$ cat config.mk
export PLATFORM = sky130hd
export DESIGN_NAME = uart_rx_fifo
export DESIGN_NICKNAME = d
export VERILOG_FILES = /design/src/rtl/uart_pkg.sv /design/src/rtl/uart_fifo_mem.sv /design/src/rtl/uart_rx_fifo.sv
export SDC_FILE = /design/constraint.sdc
export NUM_CORES = 1
export LEC_CHECK = 0
export CORE_ASPECT_RATIO = 1.75
export CORE_MARGIN = 8
export CORE_UTILIZATION = 50
export DETAILED_ROUTE_END_ITERATION = 8
export MAX_ROUTING_LAYER = met4
export PLACE_DENSITY_LB_ADDON = 0.05
export SYNTH_ARGS = -nofsm -noshare
export SYNTH_HDL_FRONTEND = slang
export SYNTH_SLANG_ARGS = --single-unit
export TNS_END_PERCENT = 10
$ cat constraint.sdc
create_clock -name clk_i -period 2.8 [get_ports clk_i]
set_clock_uncertainty 0.2 [all_clocks]
set_input_delay 0.56 -clock clk_i [delete_from_list [all_inputs] [get_ports clk_i]]
set_output_delay 0.56 -clock clk_i [all_outputs]
set_load 0.03 [all_outputs]
$ cat src/rtl/uart_pkg.sv
// rtl/uart_pkg.sv - shared UART constants and small helpers
//
// Data width is common to the receiver, transmitter and the receive FIFO.
// Default FIFO sizing lives here so every instantiation site agrees.

package uart_pkg;

    localparam int UART_DATA_BITS    = 8;
    localparam int RX_FIFO_DEPTH     = 16;
    localparam int RX_FIFO_AF_THRESH = 12;

    // Saturating 8-bit increment: holds at 255 instead of wrapping.
    function automatic logic [7:0] sat_inc8(input logic [7:0] v);
        return (v == 8'hFF) ? v : v + 8'd1;
    endfunction

endpackage

$ cat src/rtl/uart_fifo_mem.sv
// rtl/uart_fifo_mem.sv - DEPTH x W storage array, sync write, async read
//
// Ports:
//   clk_i      : clock for the write port
//   wr_en_i    : write strobe
//   wr_addr_i  : write address
//   wr_data_i  : write data
//   rd_addr_i  : read address (combinational read)
//   rd_data_o  : data at rd_addr_i
//
// Kept apart from the pointer logic so it can be swapped for a RAM macro.

module uart_fifo_mem #(
    parameter int DEPTH = 16,
    parameter int W     = 8,
    parameter int AW    = $clog2(DEPTH)
) (
    input  logic          clk_i,
    input  logic          wr_en_i,
    input  logic [AW-1:0] wr_addr_i,
    input  logic [W-1:0]  wr_data_i,
    input  logic [AW-1:0] rd_addr_i,
    output logic [W-1:0]  rd_data_o
);

    // No reset: contents are meaningless until written.
    logic [W-1:0] mem_q [DEPTH];

    always_ff @(posedge clk_i) begin
        if (wr_en_i) begin
            mem_q[wr_addr_i] <= wr_data_i;
        end
    end

    assign rd_data_o = mem_q[rd_addr_i];

endmodule

$ cat src/rtl/uart_rx_fifo.sv
// rtl/uart_rx_fifo.sv - UART receive byte FIFO, first-word-fall-through
//
// Ports:
//   clk_i, rst_ni   : clock, asynchronous active-low reset
//   rx_data_i       : received byte, qualified by rx_done_i
//   rx_done_i       : one-cycle write strobe from the receiver
//   rd_ready_i      : consumer takes rd_data_o this cycle
//   ovr_clr_i       : clears overrun_o and ovr_count_o
//   rd_data_o       : head byte (0 when empty)
//   rd_valid_o      : head byte present
//   level_o         : stored byte count, 0..DEPTH
//   full_o          : level == DEPTH
//   almost_full_o   : level >= AF_THRESH
//   overrun_o       : sticky, a byte was dropped
//   ovr_count_o     : dropped byte count, saturating at 255

module uart_rx_fifo
    import uart_pkg::*;
#(
    parameter int DEPTH     = RX_FIFO_DEPTH,
    parameter int AF_THRESH = RX_FIFO_AF_THRESH
) (
    input  logic                      clk_i,
    input  logic                      rst_ni,
    input  logic [UART_DATA_BITS-1:0] rx_data_i,
    input  logic                      rx_done_i,
    input  logic                      rd_ready_i,
    input  logic                      ovr_clr_i,
    output logic [UART_DATA_BITS-1:0] rd_data_o,
    output logic                      rd_valid_o,
    output logic [$clog2(DEPTH):0]    level_o,
    output logic                      full_o,
    output logic                      almost_full_o,
    output logic                      overrun_o,
    output logic [7:0]                ovr_count_o
);

    localparam int AW = $clog2(DEPTH);
    localparam int PW = AW + 1;
    localparam logic [PW-1:0] AF_LEVEL = PW'(AF_THRESH);

    // Pointers carry one extra MSB so full and empty are distinguishable.
    logic [PW-1:0] wr_ptr_q, wr_ptr_d;
    logic [PW-1:0] rd_ptr_q, rd_ptr_d;
    logic [PW-1:0] level_q, level_d;
    logic          overrun_q, overrun_d;
    logic [7:0]    ovr_count_q, ovr_count_d;

    logic                      empty;
    logic                      full;
    logic                      rd_fire;
    logic                      wr_en;
    logic                      drop;
    logic [UART_DATA_BITS-1:0] mem_rd_data;

    assign empty = (wr_ptr_q == rd_ptr_q);
    assign full  = (wr_ptr_q[AW-1:0] == rd_ptr_q[AW-1:0]) &&
                   (wr_ptr_q[AW] != rd_ptr_q[AW]);

    assign rd_fire = !empty && rd_ready_i;
    // A read in the same cycle frees the slot, so a full buffer still accepts.
    assign wr_en   = rx_done_i && (!full || rd_fire);
    assign drop    = rx_done_i && full && !rd_fire;

    uart_fifo_mem #(
        .DEPTH (DEPTH),
        .W     (UART_DATA_BITS)
    ) u_mem (
        .clk_i     (clk_i),
        .wr_en_i   (wr_en),
        .wr_addr_i (wr_ptr_q[AW-1:0]),
        .wr_data_i (rx_data_i),
        .rd_addr_i (rd_ptr_q[AW-1:0]),
        .rd_data_o (mem_rd_data)
    );

    always_comb begin
        wr_ptr_d    = wr_ptr_q;
        rd_ptr_d    = rd_ptr_q;
        level_d     = level_q;
        overrun_d   = overrun_q;
        ovr_count_d = ovr_count_q;

        if (wr_en) begin
            wr_ptr_d = wr_ptr_q + 1'b1;
        end
        if (rd_fire) begin
            rd_ptr_d = rd_ptr_q + 1'b1;
        end

        unique case ({wr_en, rd_fire})
            2'b10:   level_d = level_q + 1'b1;
            2'b01:   level_d = level_q - 1'b1;
            default: level_d = level_q;
        endcase

        // A drop in the same cycle as a clear starts a fresh count of one.
        if (drop) begin
            overrun_d   = 1'b1;
            ovr_count_d = ovr_clr_i ? 8'd1 : sat_inc8(ovr_count_q);
        end else if (ovr_clr_i) begin
            overrun_d   = 1'b0;
            ovr_count_d = 8'd0;
        end
    end

    always_ff @(posedge clk_i or negedge rst_ni) begin
        if (!rst_ni) begin
            wr_ptr_q    <= '0;
            rd_ptr_q    <= '0;
            level_q     <= '0;
            overrun_q   <= 1'b0;
            ovr_count_q <= 8'd0;
        end else begin
            wr_ptr_q    <= wr_ptr_d;
            rd_ptr_q    <= rd_ptr_d;
            level_q     <= level_d;
            overrun_q   <= overrun_d;
            ovr_count_q <= ovr_count_d;
        end
    end

    assign rd_valid_o    = !empty;
    assign rd_data_o     = empty ? '0 : mem_rd_data;
    assign level_o       = level_q;
    assign full_o        = full;
    assign almost_full_o = (level_q >= AF_LEVEL);
    assign overrun_o     = overrun_q;
    assign ovr_count_o   = ovr_count_q;

endmodule

==> results.md, run 1 <==
- Vias in the first global route: around 3800
- Syn_area_per_cell: 17.8 µm²
- CTS Buf Count: 17
- Gpl congestion: 0.781
- Die W: 101 µm
- Post-route setup slack: -0.117 ns
- First-pass GRT wire length: between 20 and 25 mm
- Max transition margin: 0.512
- Worst R2R Setup Slack: -0.03 ns
- Sequential-to-total area share from yosys stat: 0.709
- MaxCap Viol Count: 0
- Maximum clock frequency: roughly 340 MHz
- Unrepaired setup endpoints after global routing: true
- Drt pass-1 iters: 5
- CP max-delay cell: mux4_2
- Worst stage delay on the critical path: about 0.54 ns
- CTS Sinks: 152
- H-tree lvl count: 4
- Post-synth EDFFs: ~130
- Worst Tran Pin Value: roughly 0.73 ns
- Rows: between 50 and 60
- Worst min path class: reg -> reg
- Netlist cell types: roughly 40
- Reg2reg start: rd_ptr_q[0]
- # DRC: 0
- LEAKAGE: 0.00276 µW
- Die H: approximately 160 µm
- Outcome: finished, violations left
- Core Area: approximately 12000 µm²
- FF-to-FF path depth: 13
- Crit end category: primary output
- Synthesized area: approximately 6300 µm²
- Full die area: approximately 17000 µm²
- Top_reg_cell synth: edfxtp_1
- Via density: 5.52
- Worst-path cell chain: buf_12 -> mux4_2 -> a22oi_2 -> a21oi_2 -> buf_6
- CP max FO: 8
- GRT Util Overall: 0.191
- Syn Inst Count: between 300 and 400
- Final setup vio count: 9
- CP startpoint kind: flip-flop
- CP endpoint: rd_data_o[1]
- Layout area overhead: 26.4%
- Max Slew Vio Count: 0
- Initial Util: 0.507
- Pre-CTS setup slack: -0.138 ns
- Placed wire-length estimate after detailed placement: roughly 9.5 mm
- Routed wire length per instance: 22.3 µm
- Power density cells: 1100 nW/µm²
- Failing checks: setup timing
- N_diodes: 0
- GRT Residual Overflow: 0
- Yosys reg bits: 152
- Clock buffer depth: 2
- Worst Path Arrival: around 2.2 ns
- Hold slack: 0.289 ns
- Post-Route WL: about 14 mm
- Setup CP Type: reg -> out
- Crit path from: rd_ptr_q[0]
- Tcrit/Tclk final: 1.04
- Async SR Flop Fraction: 0.158
- CTS tree: yes
- Tmin final: 2.92 ns
- Top Ports: 38
- Initial antenna violation count: 0
- Via count: around 3400
- Clock latency at the later pin of the worst-skew pair: between 0.4 and 0.5 ns
- Clock Pin Slew Worst Setup and Hold Paths: about 0.060 ns
- Synth warn: 0
- Largest net degree at the start of global routing: 25
- Max VDD drop: between 0.6 and 0.7 mV
- Layout Nets: ~460
- Final Hold Viols: 0
- Port Buf Inserts: 37
- Share of cells above drive strength 1: 0.344
- # hold bufs at CTS: 0
- Syn_nets: about 370
- Critical R2R Capture: level_o[3]
- 1st-iter DRT viols: 182
- WP data required: roughly 2 ns
- Root buf cell: clkbuf_16
- DRT antenna net count: 0
how the worst min path moves through the flow:
stage                      from  cells after the start     endpoint
global route        rd_ptr_q[4]                      1  rd_ptr_q[4]
global placement    rd_ptr_q[4]                      1  rd_ptr_q[4]
detailed placement  rd_ptr_q[4]                      1  rd_ptr_q[4]
finish              rd_ptr_q[4]                      1  rd_ptr_q[4]
CTS                 rd_ptr_q[4]                      1  rd_ptr_q[4]
floorplan                rst_ni                      0   level_o[0]
report_power, final:
group	internal [µW]	switching (µW)
Combinational	1680	1890
Clock	1250	936
Sequential	2770	184
Total	5690	3010
flip-flops by register name, summed over array words and instances, names as in the netlist:
| signal | count |
|---|---|
| level_o | 5 |
| overrun_o | 1 |
| ovr_count_o | 8 |
| rd_ptr_q | 5 |
| u_mem.mem_q | 128 |
| wr_ptr_q | 5 |
area by class of cell:
class / count / area [µm²]
clock inverters: 14 / 138
multi-input cells: 171 / 1830
flip-flops and latches: 152 / 4450
repair buffers: 86 / 822
inverters: 12 / 47.5
clock buffers: 18 / 429
fillers: 906 / 4440
well taps: 168 / 210
critical path, delay by kind of cell, from the launching register on:
family / cells / cell delay, ns
buf+inv: 2 / 0.32
compound gates: 2 / 0.39
flops: 1 / 0.49
mux: 1 / 0.54
timing repair:
action	CTS	global route
pin swaps	9	5
setup endpoints to repair	10	36
setup buffers	5	0
cloned	2	0
gates resized for setup	71	11
per-stage QoR:
stage | instance area, µm² | total power, µW | instances | util | TNS, ns
after floorplan | 6290 | 5010 | 351 | - | -0.0631
after global placement | 7190 | 6280 | 584 | 0.582 | -3.78
after detailed placement | 7190 | 6330 | 584 | 0.582 | -3.36
after CTS | 7930 | 8830 | 623 | 0.641 | -0.971
after global routing | 7920 | 9120 | 621 | 0.641 | -1.44
final | 7920 | 8710 | 621 | 0.641 | -0.565
cells in the mapped netlist, drive strengths merged, types with 5 or more instances:
library cell  count  share of area
a21oi            16          0.013
buf              11         0.0094
nand3             6         0.0048
xnor2            13          0.018
nand2            10         0.0060
clkbuf            5         0.0030
ha                9          0.018
inv              12         0.0076
mux4             32           0.12
dfrtp            24          0.096
nand2b            5         0.0054
o21ai             5         0.0040
nor2             15          0.010
edfxtp          128           0.61
a22oi            16          0.019
logic make-up after synthesis:
family,count (synthesis),synth area share
flops,152,0.709
simple gates,59,0.0519
compound gates,46,0.0469
mux,39,0.127
buf+inv,28,0.0200
xor+xnor,17,0.0238
fa+ha+maj,10,0.0212
placed cells by master, fill, tap and decap left out, drive strengths merged:
cell type      instances
and2                   2
bufinv                 1
nor2                  15
dfrtp                 24
o21ai                  5
xor2                   4
nand3                  6
ha                     9
a22oi                 16
mux4                  32
mux2                   3
o311ai                 1
nor2b                  3
clkbuf                18
o211ai                 1
mux2i                  4
inv                   19
nor4                   1
clkinv                 3
nand2                 10
nor3b                  1
a21boi                 1
xnor2                 13
clkdlybuf4s50         27
edfxtp               128
a21oi                 16
nor3                   4
nand4                  4
or3                    3
fa                     1
buf                   59
a21o                   3
and3                   1
nand2b                 5
nand3b                 1
o31ai                  3
or4                    3
clkinvlp               3
layer usage:
metal  global-route usage  part of all wire  vias up
met4               0.0768             0.021        0
met1                0.196              0.38     1769
li1                     -                 -     1562
met3               0.0386             0.036       19
met2                0.344              0.57       77
met5                    -                 0        -
Power figures use the tool's default switching activity.
==> run 2, diff against run 1 <==
- RECOVER_POWER: not set -> 100
==> results.md, run 2 (synthesized netlist as in run 1, its figures left out) <==
- H-tree lvl count: 4 (unchanged)
- Full die area: 16500 µm² (unchanged)
- CTS tree: yes
- Clock buffer depth: 2 (unchanged)
- Leading cell types in the layout, fill and taps excluded: 128 x edfxtp_1, 38 x buf_4, 32 x mux4_2, 25 x dlygate4sd3_1, 23 x dfrtp_1
- Layout area overhead: 25.8%
- Tcrit/Tclk final: 1.04 (+0.00298)
- Max VDD drop: 0.614 mV (-0.34%)
- N_diodes: 0 (unchanged)
- Clk network pwr share: 0.252 (about the same)
- Layout Nets: 463 (unchanged)
- CTS Sinks: 152 (unchanged)
- Initial antenna violation count: 0 (unchanged)
- Max Slew Vio Count: 0 (unchanged)
- Hold slack: 0.289 ns (+0.000201 ns)
- Commonest non-fill, non-tap cell in the layout: edfxtp_1
- HP Start: rd_ptr_q[4]
- Sw Pwr: 3000 µW (-0.33%)
- Post-Route WL: 13.8 mm (-0.14%)
- Largest register FFs: 128 (unchanged)
- Via count: 3404 (-0.67%)
- Max transition margin: 0.0507 (-0.461)
- MaxCap Viol Count: 0 (unchanged)
- Power density cells: 1100 nW/µm² (about the same)
- Initial Util: 0.507 (unchanged)
- Worst R2R Setup Slack: -0.04 ns (about the same)
- CP startpoint kind: flip-flop
- Most flop-heavy register: u_mem.mem_q
- Port Buf Inserts: 37 (unchanged)
- Hold endpoint: rd_ptr_q[4]
- Reg2reg start: rd_ptr_q[0]
- DRT antenna net count: 0 (unchanged)
- 1st-iter DRT viols: 188 (+3.3%)
- LEAKAGE: 0.00278 µW (+0.71%)
- Worst min path class: reg -> reg
- Die W: 101 µm (unchanged)
- Worst Path Arrival: 2.16 ns (about the same)
- Rows: 54 (unchanged)
- FF-to-FF path depth: 13 (unchanged)
- Clock Pin Slew Worst Setup and Hold Paths: 0.06 ns (about the same)
- Fin area: 7880 µm² (-0.51%)
- Post-route setup slack: -0.125 ns (-0.00834 ns)
- Maximum clock frequency: 342 MHz (-0.29%)
- Share of cells above drive strength 1: 0.336 (-0.00883)
- GRT Util Overall: 0.191 (unchanged)
- Pint: 5660 µW (-0.66%)
- Routed wire length per instance: 22.3 µm (-0.14%)
- WP data required: 2.04 ns (about the same)
- GRT Residual Overflow: 0 (unchanged)
- Placed inst area: 7190 µm² (unchanged)
- Crit end category: primary output
- Hold depth: 1 (unchanged)
- Vias in the first global route: 3810 (unchanged)
- Sequential fraction of design power: 0.341 (+0.002)
- Unrepaired setup endpoints after global routing: true
- Via density: 5.48 (-0.67%)
- Worst Tran Pin Value: 1.42 ns (+0.694 ns)
- CP max FO: 9 (+1)
- Failing checks: setup timing
- Outcome: finished, violations left
- Comb power frac: 0.407 (-0.003)
- Largest net degree at the start of global routing: 25 (unchanged)
- Tmin final: 2.92 ns (+0.00834 ns)
- Setup CP Type: reg -> out
- # DRC: 0 (unchanged)
- Clock latency at the later pin of the worst-skew pair: 0.42 ns (about the same)
- Gpl congestion: 0.781 (unchanged)
- CTS Buf Count: 17 (unchanged)
- Final setup vio count: 17 (+8)
- Placed wire-length estimate after detailed placement: 9.46 mm (unchanged)
- Final Hold Viols: 0 (unchanged)
- Final total power: 8660 µW (-0.54%)
- First-pass GRT wire length: 21.8 mm (unchanged)
- Layout filler cell count: 913 (+0.77%)
- Sw Share: 0.347 (+0.000731)
- Root buf cell: clkbuf_16
- Pre-CTS setup slack: -0.138 ns (unchanged)
- Core Area: 12400 µm² (unchanged)
- Die H: 164 µm (unchanged)
- Critical R2R Capture: level_o[3]
- Drt pass-1 iters: 4 (-1)
- Setup TNS Final: -0.766 ns (-0.201 ns)
- Top Ports: 38 (unchanged)
[run 2: cell types whose count changed in the layout (fill, tap and decap cells not counted), sizes merged]
| cell | change |
|---|---|
| clkdlybuf4s50 | -25 |
| dlygate4sd3 | +25 |
| buf | -9 |
| clkbuf | +9 |
[run 2: critical path, cell delays in order, from the launching register on]
cell and delay [ns]:
dfrtp_2 0.49, buf_4 0.17, xor2_1 0.28, nor4_4 0.07, and2_4 0.17, buf_12 0.14, a21oi_1 0.21, buf_4 0.22
[run 2: through the flow]
step            util  instances
6_report       0.637        621
5_1_grt        0.637        621
4_1_cts        0.641        623
2_1_floorplan      -        351
3_5_place_dp   0.582        584
3_3_place_gp   0.582        584
[run 2: final cells by class]
class,instances,area [µm²],share of cell area
flip-flops and latches,152,4450,0.564
multi-input cells,171,1810,0.230
repair buffers,86,797,0.101
clock buffers,18,429,0.0545
well taps,168,210,0.0267
clock inverters,14,138,0.0175
inverters,12,47.5,0.00603
[run 2: power groups by stage]
stage / sequential, µW / combinational (µW) / clock, µW
4_1_cts: 2960 / 3660 / 2220
3_5_place_dp: 2990 / 3340 / 0
3_3_place_gp: 2980 / 3300 / 0
2_1_floorplan: 3020 / 1980 / 0
5_1_grt: 2980 / 3790 / 2310
6_report: 2950 / 3530 / 2180
[run 2: how the worst max path moves through the flow]
| stage | start | end | slack (ns) | cells after the start |
|---|---|---|---|---|
| after floorplan | rd_ptr_q[0] | level_o[3] | -0.06 | 13 |
| after global placement | rd_ptr_q[0] | rd_data_o[1] | -0.15 | 5 |
| after detailed placement | rd_ptr_q[0] | rd_data_o[1] | -0.14 | 5 |
| after CTS | rd_ptr_q[0] | rd_data_o[1] | -0.15 | 6 |
| after global routing | rd_ptr_q[0] | rd_data_o[1] | -0.18 | 5 |
| final | rd_ptr_q[0] | rd_data_o[6] | -0.12 | 7 |
[run 2: repair_timing]
action | in CTS | in global routing
pin swaps | 9 | 5
hold buffers | 0 | 0
gates resized for setup | 71 | 11
endpoints found under the setup margin | 10 | 36
cloned | 2 | 0
buffers inserted | 5 | 0
hold endpoints to repair | 0 | 0
[run 2: metal layers]
| metal | GRT usage | part of all wire | up-vias |
|---|---|---|---|
| li1 | - | - | 1568 |
| met1 | 0.196 | 0.38 | 1762 |
| met2 | 0.344 | 0.57 | 57 |
| met3 | 0.0386 | 0.030 | 17 |
| met4 | 0.0768 | 0.020 | 0 |
| met5 | - | 0 | - |
==> patch 1, RTL diff (settings of run 1) <==
Put one more register stage on the output `ovr_count_o`. The value now appears one clock later. The other outputs are not delayed to match.
--- a/src/rtl/uart_rx_fifo.sv
+++ b/src/rtl/uart_rx_fifo.sv
@@ -126,7 +126,9 @@
     assign full_o        = full;
     assign almost_full_o = (level_q >= AF_LEVEL);
     assign overrun_o     = overrun_q;
-    assign ovr_count_o   = ovr_count_q;
+    always_ff @(posedge clk_i) begin
+        ovr_count_o <= ovr_count_q;
+    end
 
 endmodule
 
Check against the original RTL: same outputs for any inputs over 10 cycles, from zero or initial values and one cycle with rst_ni low; that may be too few to reach the edited logic, so the function may still have changed.
==> patch 1 against run 1 <==
- the flow still finishes with violations (negative setup slack)
- die area is 4.1% higher
- worst setup slack worse by 37 ps
- routed wire length is 9.5% higher
- power is 7.0% higher
- cell area is 5.1% higher
- critical path depth is 1 higher
- synthesized area is 4.7% higher
- register-to-register slack better by 20 ps
- utilization is 0.63 points higher
- sequential cell count is 8 higher
- largest power group unchanged
==> patch 1: results (changes against run 1) <==
fraction of registers with async set/reset 15.0% (-0.79 points); unique cell type count in the Yosys netlist 49 (+20%); status finished with violations; GRT Util Overall 19.6% (+0.49 points); Slew headroom 53.0% (+1.8 points); first-pass GRT wire length 22900 µm (+4.6%); adder-cell share of the synthesized area 2.02% (-0.095 points); leakage power 2.90 nW (+5.1%); final worst setup slack -154 ps (-37.4 ps); top post-synthesis cells by count edfxtp_1 (128), mux4_2 (32), dfrtp_1 (24), nor2_1 (24), a22oi_1 (16); Synth area leaders edfxtp_1 (59%), mux4_2 (11%), dfrtp_1 (9.2%), dfxtp_1 (2.4%), xnor2_1 (1.9%); placed inst area 7460 µm² (+3.7%); nets 480 (+3.7%); violated checks negative setup slack; dpl ws -45.2 ps (+93.3 ps); RePlAce Congestion 0.774 (-0.90%); vias in the first global route 3865 (+1.4%); net count after synthesis 387 (+3.5%); final setup fails 11 (+2); Detailed Routing Iterations Pass 1 4 (-1); detailed-placement wirelength estimate 10100 µm (+7.2%); Setup TNS Final -864 ps (-299 ps); Fillers 953 (+5.2%); Util after Layout 64.7% (+0.63 points); share of cells above drive strength 1 34.5% (+0.10 points); initial DRC count 194 (+6.6%); Avg WL per Cell 23.7 µm (+6.2%); Compound-Gate Fraction of Synth Area 4.66% (-0.038 points)
patch 1: cell types whose count changed in the layout (fill, tap and decap cells not counted), sizes merged, moves of 3 or more:
cell	change
dfxtp	+8
o31ai	-3
nor2	+10
xnor2	+5
or4	-3
or3	-3
a21oi	-3
inv	-6
clkinv	+3
patch 1: kinds of logic after synthesis:
kind of cell / Yosys count
buffers and inverters: 27
and+or+nand+nor: 64
AOI/OAI and AO/OA: 42
DFF: 160
xor gates and xnor gates: 22
adders and majority gates: 10
muxes: 39
patch 1: what timing repair did:
item	4_1_cts	5_1_grt
setup buffers	6	0
gates cloned	2	0
gates resized for setup	65	7
setup endpoints to repair	9	12
pin swaps	17	1
patch 1: power breakdown:
group	switching (mW)	internal, mW
Clock	0.927	1.22
Combinational	2.11	1.96
Sequential	0.211	2.89
Total	3.25	6.07
patch 1: layout make-up:
cell class	instances	area share, %
clock inverter	13	1.40
timing repair buffer	90	11.4
clock buffer	18	5.15
tap	171	2.57
sequential	160	55.3
multi-input combinational	177	23.7
inverter	11	0.496
patch 1: metrics by stage:
stage / hold WS (ps) / power (mW) / instances
floorplan: 64.4 / 5.28 / 364
global placement: 201 / 6.58 / 601
detailed placement: 209 / 6.63 / 601
CTS: 224 / 9.36 / 640
global route: 227 / 9.71 / 640
finish: 220 / 9.32 / 640
patch 1: worst paths after layout:
check | startpoint | end | slack, ps | depth (start not counted)
min in group asynchronous | rst_ni | level_o[0] | 310 | 2
min | ovr_count_q[1] | ovr_count_o[1] | 220 | 0
max reg2reg | rd_ptr_q[0] | level_o[4] | -10 | 13
max | rd_ptr_q[0] | rd_data_o[0] | -150 | 6
min reg2reg | ovr_count_q[1] | ovr_count_o[1] | 220 | 0
max in group asynchronous | rst_ni | rd_ptr_q[0] | 1820 | 2
patch 1: routing by layer:
metal	vias to the layer above	track usage (%)	wire, µm
met1	1860	19.4	5290
met3	18	3.41	646
met5	-	-	0
li1	1611	-	-
met2	81	35.9	8880
met4	0	8.03	354
==> patch 2, RTL diff (settings of run 1) <==
Without the edit above. Set the package constant `UART_DATA_BITS` to 12 (it was 8).
--- a/src/rtl/uart_pkg.sv
+++ b/src/rtl/uart_pkg.sv
@@ -5,7 +5,7 @@
 
 package uart_pkg;
 
-    localparam int UART_DATA_BITS    = 8;
+    localparam int UART_DATA_BITS    = 12;
     localparam int RX_FIFO_DEPTH     = 16;
     localparam int RX_FIFO_AF_THRESH = 12;
 
Interface: changed (resized rd_data_o and rx_data_i); port bits go from 38 to 46. No check against the original RTL was run, so the function may have changed too.
==> patch 2 against run 1 <==
- the flow still finishes with violations (negative setup slack)
- global-route usage is 0.16 points lower
- utilization is 0.75 points lower
- worst setup slack worse by 120 ps
- critical path type unchanged
- cell area is 38% higher
- synthesized area is 39% higher
- sequential cell count is 64 higher
- power is 36% higher
- routed wire length is 40% higher
==> patch 2: results (changes against run 1) <==
adder-cell share of the synthesized area 1.52% (-0.60 points); number of non-clock buffers in the layout 110 (+28%); cell family with most CP delay buffers and inverters; Setup Buffers After CTS 3 (-2); CP max stage cell dfrtp_4; dpl ws 7.38 ps (+146 ps); final worst setup slack -232 ps (-116 ps); Cell Pwr Density 1090 nW/µm² (-1.3%); hold path start level_o[4]; Detailed Routing Iterations Pass 1 4 (-1); leakage power 3.72 nW (+35%); placed inst area 9900 µm² (+38%); H-tree depth 1 (-3); Multi-In Gates 204 (+19%); share of cells above drive strength 1 35.2% (+0.74 points); XOR/XNOR Fraction of Synth Area 2.27% (-0.11 points); non-filler cells, final 811 (+31%); Clock-cell share 5.94% (-1.2 points); Max IR drop VDD 0.974 mV (+58%); post-synthesis mux area share 13.4% (+0.68 points); fraction of registers with async set/reset 11.1% (-4.7 points); Worst Path Arrival 2270 ps (+110 ps); nets 592 (+28%); Clock Sinks 216 (+42%); status finished with violations; final setup fails 15 (+6); initial DRC count 283 (+55%); Max stage delay on crit path 510 ps (-30 ps); Skew-Pair Late Insertion Delay 490 ps (+80 ps); non-clk buf share 11.0% (+0.65 points); EDFF count, synth 192 (+50%); Fillers 1296 (+43%); Buf/Inv on CP 4 (+2); vias in the first global route 5095 (+34%); RePlAce Congestion 0.811 (+3.8%); Post-Syn Instances 455 (+30%); violated checks negative setup slack; final wirelength 19400 µm (+40%); Max Root-Sink Buffers 3 (+1); first-pass GRT wire length 29800 µm (+37%); GRT Util Overall 18.9% (-0.16 points); WHS 307 ps (+18.3 ps); sequential area share after synthesis 73.0% (+2.0 points); net count after synthesis 482 (+29%); multi-input gate share of the layout cell area 21.8% (-1.3 points)
==> patch 2: changes by cell type after synthesis, sizes merged, moves of 4 or more <==
cell	before	now
a22oi	16	24
clkbuf	5	12
edfxtp	128	192
mux4	32	48
nor2	15	25
xnor2	13	17
==> patch 2: per-layer routing <==
| layer | vias to the layer above | part of all wire, % | GRT usage (%) |
|---|---|---|---|
| li1 | 2056 | - | - |
| met4 | 0 | 2.1 | 5.87 |
| met3 | 33 | 4.2 | 2.89 |
| met5 | - | 0 | - |
| met1 | 2407 | 37 | 20.9 |
| met2 | 106 | 56 | 34.0 |
==> patch 2: path summary, 6_finish.rpt <==
check | end | cells after the start
min in group asynchronous | level_o[0] | 1
max in group asynchronous | overrun_o | 2
worst max-delay path | rd_data_o[2] | 7
worst min-delay path | level_o[4] | 1
worst min register to register | level_o[4] | 1
worst max register to register | level_o[4] | 11
==> patch 2: power by group <==
group	switching (mW)	internal, mW
Sequential	0.229	3.92
Clock	1.13	1.53
Combinational	2.62	2.46
